==> config.mk <==
export PLATFORM = sky130hd
export DESIGN_NAME = vend_input_conditioner
export DESIGN_NICKNAME = d
export VERILOG_FILES = /design/src/rtl/vend_input_conditioner.sv
export SDC_FILE = /design/constraint.sdc
export NUM_CORES = 1
export LEC_CHECK = 0
export BUFFER_PORTS_ARGS = -buffer_cell sky130_fd_sc_hd__buf_2
export CAP_MARGIN = 20
export CORE_ASPECT_RATIO = 0.5
export CORE_MARGIN = 3
export CORE_UTILIZATION = 62
export CTS_BUF_LIST = sky130_fd_sc_hd__clkbuf_4 sky130_fd_sc_hd__clkbuf_8 sky130_fd_sc_hd__clkbuf_16
export CTS_CLUSTER_DIAMETER = 80
export CTS_CLUSTER_SIZE = 16
export DETAILED_ROUTE_END_ITERATION = 6
export HOLD_SLACK_MARGIN = 0.03
export MAX_ROUTING_LAYER = met4
export PLACE_DENSITY = 0.79
export SLEW_MARGIN = 20
export SYNTH_ARGS = -nofsm -noshare
export SYNTH_HDL_FRONTEND = slang
export SYNTH_SLANG_ARGS = --single-unit
==> constraint.sdc <==
create_clock -name CLK -period 3 [get_ports CLK]
set_clock_uncertainty 0.15 [all_clocks]
set_input_delay 0.15 -clock CLK [delete_from_list [all_inputs] [get_ports CLK]]
set_output_delay 0.15 -clock CLK [all_outputs]
set_load 0.01 [all_outputs]
==> src/rtl/vend_input_conditioner.sv <==
// Input conditioner for the vending FSM: synchronises, debounces and
// edge-detects the raw switches and sensor button, then presents one event at
// a time over a valid/ready handshake with a sticky overrun flag.
module vend_input_conditioner #(
  parameter int DB_CYCLES = 1_000_000
) (
  input  logic       CLK,
  input  logic       RST,
  input  logic [3:0] SW,
  input  logic       BTN_sensor,
  output logic       evt_valid,
  output logic [2:0] evt_code,
  input  logic       evt_ready,
  output logic [3:0] sw_stable,
  output logic       sensor_stable,
  output logic       ovr_flag,
  input  logic       ovr_clr
);

  localparam int CNT_W = $clog2(DB_CYCLES + 1);
  localparam int NCH   = 5;
  localparam logic [CNT_W-1:0] CNT_LAST = CNT_W'(DB_CYCLES - 1);

  typedef enum logic [2:0] {
    EVT_NONE   = 3'd0,
    EVT_COIN1  = 3'd1,
    EVT_COIN2  = 3'd2,
    EVT_CANDY  = 3'd3,
    EVT_SODA   = 3'd4,
    EVT_SENSOR = 3'd5
  } evt_code_e;

  // Channel order: [1:0] coin, [2] candy, [3] soda, [4] sensor
  logic [NCH-1:0]   raw;
  logic [NCH-1:0]   sync1;
  logic [NCH-1:0]   sync2;
  logic [NCH-1:0]   stable;
  logic [NCH-1:0]   stable_d;
  logic [CNT_W-1:0] db_cnt [NCH];

  logic      pend_coin, pend_candy, pend_soda, pend_sensor;
  logic      pend_coin_val;        // 0 = coin1, 1 = coin2
  evt_code_e evt_code_q;

  logic coin_rise, coin_rise_val, coin_bad;
  logic candy_rise, soda_rise, sensor_rise;
  logic accept;
  logic pres_coin, pres_candy, pres_soda, pres_sensor;
  logic busy_coin, busy_candy, busy_soda, busy_sensor;
  logic new_coin, new_candy, new_soda, new_sensor;
  logic ovr_set;
  logic load;
  logic take_coin, take_candy, take_soda, take_sensor;
  evt_code_e load_code;

  assign raw           = {BTN_sensor, SW};
  assign sw_stable     = stable[3:0];
  assign sensor_stable = stable[4];
  assign evt_code      = evt_code_q;

  // Two-flop synchroniser on every raw input
  always_ff @(posedge CLK or negedge RST) begin
    if (!RST) begin
      sync1 <= '0;
      sync2 <= '0;
    end else begin
      sync1 <= raw;
      sync2 <= sync1;
    end
  end

  // Per-channel debounce: level flips only after DB_CYCLES differing cycles
  always_ff @(posedge CLK or negedge RST) begin
    if (!RST) begin
      stable   <= '0;
      stable_d <= '0;
      for (int unsigned i = 0; i < NCH; i++) db_cnt[i] <= '0;
    end else begin
      stable_d <= stable;
      for (int unsigned i = 0; i < NCH; i++) begin
        if (sync2[i] == stable[i]) begin
          db_cnt[i] <= '0;
        end else if (db_cnt[i] == CNT_LAST) begin
          stable[i] <= ~stable[i];
          db_cnt[i] <= '0;
        end else begin
          db_cnt[i] <= db_cnt[i] + CNT_W'(1);
        end
      end
    end
  end

  // Event detection on debounced levels
  always_comb begin
    coin_rise     = 1'b0;
    coin_rise_val = 1'b0;
    coin_bad      = 1'b0;
    if (stable_d[1:0] == 2'b00) begin
      case (stable[1:0])
        2'b01:   coin_rise = 1'b1;
        2'b10: begin
          coin_rise     = 1'b1;
          coin_rise_val = 1'b1;
        end
        2'b11:   coin_bad = 1'b1;
        default: ;
      endcase
    end
    candy_rise  = stable[2] & ~stable_d[2];
    soda_rise   = stable[3] & ~stable_d[3];
    sensor_rise = stable[4] & ~stable_d[4];
  end

  // Overrun qualification: a source is busy while pending or presented and not
  // being accepted this cycle, so accept + new event on one source re-arms it
  always_comb begin
    accept      = evt_valid & evt_ready;
    pres_coin   = evt_valid & ((evt_code_q == EVT_COIN1) | (evt_code_q == EVT_COIN2));
    pres_candy  = evt_valid & (evt_code_q == EVT_CANDY);
    pres_soda   = evt_valid & (evt_code_q == EVT_SODA);
    pres_sensor = evt_valid & (evt_code_q == EVT_SENSOR);
    busy_coin   = pend_coin   | (pres_coin   & ~accept);
    busy_candy  = pend_candy  | (pres_candy  & ~accept);
    busy_soda   = pend_soda   | (pres_soda   & ~accept);
    busy_sensor = pend_sensor | (pres_sensor & ~accept);
    new_coin    = coin_rise   & ~busy_coin;
    new_candy   = candy_rise  & ~busy_candy;
    new_soda    = soda_rise   & ~busy_soda;
    new_sensor  = sensor_rise & ~busy_sensor;
    ovr_set     = coin_bad
                | (coin_rise   & busy_coin)
                | (candy_rise  & busy_candy)
                | (soda_rise   & busy_soda)
                | (sensor_rise & busy_sensor);
  end

  // Fixed-priority arbitration: sensor > coin > candy > soda
  always_comb begin
    load        = ~evt_valid & (pend_sensor | pend_coin | pend_candy | pend_soda);
    take_sensor = 1'b0;
    take_coin   = 1'b0;
    take_candy  = 1'b0;
    take_soda   = 1'b0;
    load_code   = EVT_NONE;
    if (pend_sensor) begin
      take_sensor = load;
      load_code   = EVT_SENSOR;
    end else if (pend_coin) begin
      take_coin   = load;
      load_code   = pend_coin_val ? EVT_COIN2 : EVT_COIN1;
    end else if (pend_candy) begin
      take_candy  = load;
      load_code   = EVT_CANDY;
    end else if (pend_soda) begin
      take_soda   = load;
      load_code   = EVT_SODA;
    end
  end

  // Pending bits: a pending event moves into the output register when loaded
  always_ff @(posedge CLK or negedge RST) begin
    if (!RST) begin
      pend_coin     <= 1'b0;
      pend_coin_val <= 1'b0;
      pend_candy    <= 1'b0;
      pend_soda     <= 1'b0;
      pend_sensor   <= 1'b0;
    end else begin
      if (new_coin) begin
        pend_coin     <= 1'b1;
        pend_coin_val <= coin_rise_val;
      end else if (take_coin) begin
        pend_coin     <= 1'b0;
      end
      if (new_candy)       pend_candy  <= 1'b1;
      else if (take_candy) pend_candy  <= 1'b0;
      if (new_soda)        pend_soda   <= 1'b1;
      else if (take_soda)  pend_soda   <= 1'b0;
      if (new_sensor)       pend_sensor <= 1'b1;
      else if (take_sensor) pend_sensor <= 1'b0;
    end
  end

  // Output register: holds until accepted, then idles one cycle before reload
  always_ff @(posedge CLK or negedge RST) begin
    if (!RST) begin
      evt_valid  <= 1'b0;
      evt_code_q <= EVT_NONE;
    end else if (accept) begin
      evt_valid  <= 1'b0;
      evt_code_q <= EVT_NONE;
    end else if (load) begin
      evt_valid  <= 1'b1;
      evt_code_q <= load_code;
    end
  end

  // Sticky overrun flag; a set in the same cycle as a clear wins
  always_ff @(posedge CLK or negedge RST) begin
    if (!RST)         ovr_flag <= 1'b0;
    else if (ovr_set) ovr_flag <= 1'b1;
    else if (ovr_clr) ovr_flag <= 1'b0;
  end

endmodule

==> flow_metrics.py <==
metrics = {
    "run_status": {
        "outcome": "completed",
    },
    "sta": {
        "timing.max_slew.rel_slack": 0.466,
        "report.final.setup_viol": 0,
        "report.final.hold_viol_count": 0,
        "layout_worst_path_cycle_share": 0.779,
        "totalNegativeSetupSlack_ps": 0,
        "count_of_pins_over_their_slew_limit": 0,
        "max_freq_mhz": 428,
        "worst_pin_slew_ps": 801,
        "rsz_0062_raised_after_global_routing": "no",
        "timing.final.crit_period_ps": 2340,
    },
    "finish": {
        "finalNetCount": 656,
        "finalNonFillerCells": 783,
        "post_route_cells_drive_above_1_share": 0.113,
        "area_growth_pct": 14.6,
        "antenna_cells_inserted": 0,
    },
    "worst_setup_path": {
        "cp_data_required_time_ps": 3100,
        "reg_to_reg_critical_path_startpoint": "db_cnt[56]$_DFF_PN0_",
        "worst_r2r_endpoint": "db_cnt[49]$_DFF_PN0_",
        "critPathLaunchType": "register",
        "register_to_register_setup_slack_ps": 660,
        "cp-end-kind": "register",
        "path_delay_family": "simple AND/OR/NAND/NOR gates",
        "criticalPathCategory": "reg2reg",
        "cp_slowest_stage_delay_ps": 750,
        "crit_path_cell_chain": "nand3_1, or4b_1, o31ai_4, nor2_1",
        "critical_path_at_ps": 2440,
        "reg2regPathDepth": 4,
        "worst-path-buf-inv": 0,
        "crit_slowest_cell": "o31ai_4",
        "critical_path_peak_fanout": 19,
    },
    "min_path": {
        "hold_path_class": "in2async",
    },
    "synth": {
        "combinational_family_with_the_most_area_after_synthesis": "simple AND/OR/NAND/NOR gates",
        "synth_xor_xnor_area_share": 0.0927,
        "muxShareOfSynthArea": 0.0126,
        "syn-cell-area_um2": 6140,
        "synth.yosys.seq_area_share": 0.530,
        "synth.yosys.warnings": 0,
        "synth_enable_flop_cells": 0,
        "synth_ff_type": "dfrtp_1",
        "synthesis_stage_register_bit_count": 130,
        "synth.lib_cells_used.distinct": 43,
        "yosys.area_share.simple": 0.229,
        "post_synth_adder_cell_area": 0.0143,
        "mappedNetlistNets": 621,
        "synth_compound_gate_area_share": 0.0937,
        "synth-async-reset-ratio": 1.00,
        "syn-mean-instance-area_um2": 10.2,
        "syn_inst": 605,
    },
    "clock_network": {
        "clock_insertion_delay_worst_skew_ps": 410,
        "cts_setup_buffers": 0,
        "cts_buffers": 17,
        "cts_max_path_buffers": 2,
        "cts_root_buffer": "clkbuf_16",
        "register_clock_pin_slew_on_the_reported_worst_setup_and_hold_paths_ps": 60,
        "tritoncts": "built",
        "clkSinkCount": 130,
        "cts_max_level": 4,
    },
    "pwr": {
        "power.static_leakage_nw": 2.97,
        "power_per_cell_area_nw_per_um2": 562,
        "max-vdd-ir-drop_v": 0.000385,
    },
    "place": {
        "post-place-cells": 743,
        "gp_routability_congestion": 0.866,
        "io_buffers": 18,
        "detailedPlacementHpwl_um": 7580,
    },
    "grt": {
        "grt_max_degree": 48,
        "antenna_found_initial": 0,
        "grt_usage": 0.242,
        "grt_pass1_wl_um": 21500,
        "via_count_of_the_first_global_routing_pass": 4572,
        "grt_overflow_total": 0,
    },
    "drt": {
        "route.final.wire_length_um": 12300,
        "drc": 0,
        "final_antenna_net_count": 0,
        "avgRoutedWirePerCell_um": 15.8,
        "detail_route.iter0.violations": 224,
        "drt-pass1-iter-count": 5,
        "vias_per_instance": 5.92,
        "detailroute.via_count": 4637,
    },
    "floorplanning": {
        "floorplan.die.width_um": 147,
        "io_pins": 19,
        "fp.dieH_um": 76.4,
        "core-area_um2": 9160,
        "initial_core_util": 0.670,
        "rows": 24,
        "floorplan.die_area_um2": 11200,
    },
    "run": {
        "maxCapViolations": 0,
    },
}
==> final cells by class <==
cell class / count / area [um2]
Multi-Input combinational cell: 431 / 2720
Timing Repair Buffer: 34 / 233
Tap cell: 130 / 163
Fill cell: 583 / 2120
Sequential cell: 130 / 3250
Inverter: 26 / 97.6
Clock inverter: 14 / 141
Clock buffer: 18 / 433
==> metrics by stage <==
stage | hold slack (ps) | instance area [um2] | util | power [mW] | setup slack (ps)
floorplan | -296 | 6140 | - | 1.91 | 865
global placement | 29.9 | 6390 | 0.697 | 1.98 | 778
detailed placement | 28.5 | 6390 | 0.697 | 1.99 | 727
CTS | 151 | 7040 | 0.769 | 3.99 | 653
global route | 194 | 7040 | 0.769 | 4.11 | 526
finish | 138 | 7040 | 0.769 | 3.96 | 662
==> power by group <==
group          internal, mW  switching, mW
clock network          1.22          0.764
logic                0.0533         0.0938
registers              1.79         0.0350
==> per-layer routing <==
layer	wire length [um]	vias to the layer above	GRT usage
met5	0	-	-
met1	5580	2286	0.304
li1	-	2229	-
met3	496	10	0.0630
met2	6180	112	0.396
met4	75	0	0.0675
==> cells by family (layout without fill, tap and decap cells) <==
kind of cell | Yosys count | count (layout)
AOI/OAI and AO/OA | 88 | 88
xor gates and xnor gates | 65 | 65
adders and majority gates | 7 | 7
buffers and inverters | 44 | 92
DFF | 130 | 130
muxes | 7 | 7
and+or+nand+nor | 264 | 264
==> synth_stat cells (3+ instances only) <==
master,number,area [um2]
a41o_1,3,30.0
ha_1,7,87.6
and3_1,6,37.5
o21ai_0,23,115
nor2_1,75,282
mux2_2,5,56.3
o31ai_4,3,63.8
nand2b_1,4,25.0
or3_1,18,113
buf_2,6,30.0
a21oi_1,37,185
nor2b_1,5,31.3
xnor2_1,30,263
and2_1,8,50.1
or4b_1,3,30.0
and4_1,6,52.6
nor4_1,11,68.8
nor4b_1,3,26.3
xor2_1,35,307
nor3_1,15,75.1
nand3_1,32,160
clkbuf_1,12,45.0
nand4_1,25,156
or4_1,18,135
o31ai_1,13,97.6
dfrtp_1,130,3250
nand2_1,30,113
inv_1,26,97.6
==> registers in the layout, indices dropped and copies added (netlist names) <==
| name | cells |
|---|---|
| sync2 | 5 |
| db_cnt | 100 |
| pend_coin_val | 1 |
| pend_sensor | 1 |
| ovr_flag | 1 |
| pend_candy | 1 |
| sync1 | 5 |
| stable_d | 5 |
| pend_soda | 1 |
| pend_coin | 1 |
| stable | 5 |
| evt_valid | 1 |
| evt_code | 3 |
==> layout by cell type, fill, tap and decap left out, types with 23 or more instances in the layout <==
cell type / instances
dfrtp_1: 130
nor2_1: 75
a21oi_1: 37
xor2_1: 35
nand3_1: 32
nand2_1: 30
xnor2_1: 30
inv_1: 26
nand4_1: 25
o21ai_0: 23
==> worst register-to-register path, delay by kind of cell, from the launching register on <==
kind	cells	cell delay, ps
flops	1	400
compound gates	1	750
simple gates	3	880
==> worst max path at each step <==
| stage | from | endpoint | cells past startpoint |
|---|---|---|---|
| final | db_cnt[56]$_DFF_PN0_ | db_cnt[49]$_DFF_PN0_ | 4 |
| after global routing | db_cnt[56]$_DFF_PN0_ | db_cnt[49]$_DFF_PN0_ | 4 |
| after CTS | db_cnt[56]$_DFF_PN0_ | db_cnt[49]$_DFF_PN0_ | 4 |
| after detailed placement | db_cnt[56]$_DFF_PN0_ | db_cnt[59]$_DFF_PN0_ | 4 |
| after global placement | db_cnt[36]$_DFF_PN0_ | db_cnt[28]$_DFF_PN0_ | 5 |
| after floorplan | db_cnt[40]$_DFF_PN0_ | db_cnt[58]$_DFF_PN0_ | 6 |
==> what timing repair did <==
item / in CTS / in global routing
hold buffers: 8 / 0
resized for setup: 0 / 0
hold endpoints to repair: 53 / 0
Power figures use the tool's default switching activity.
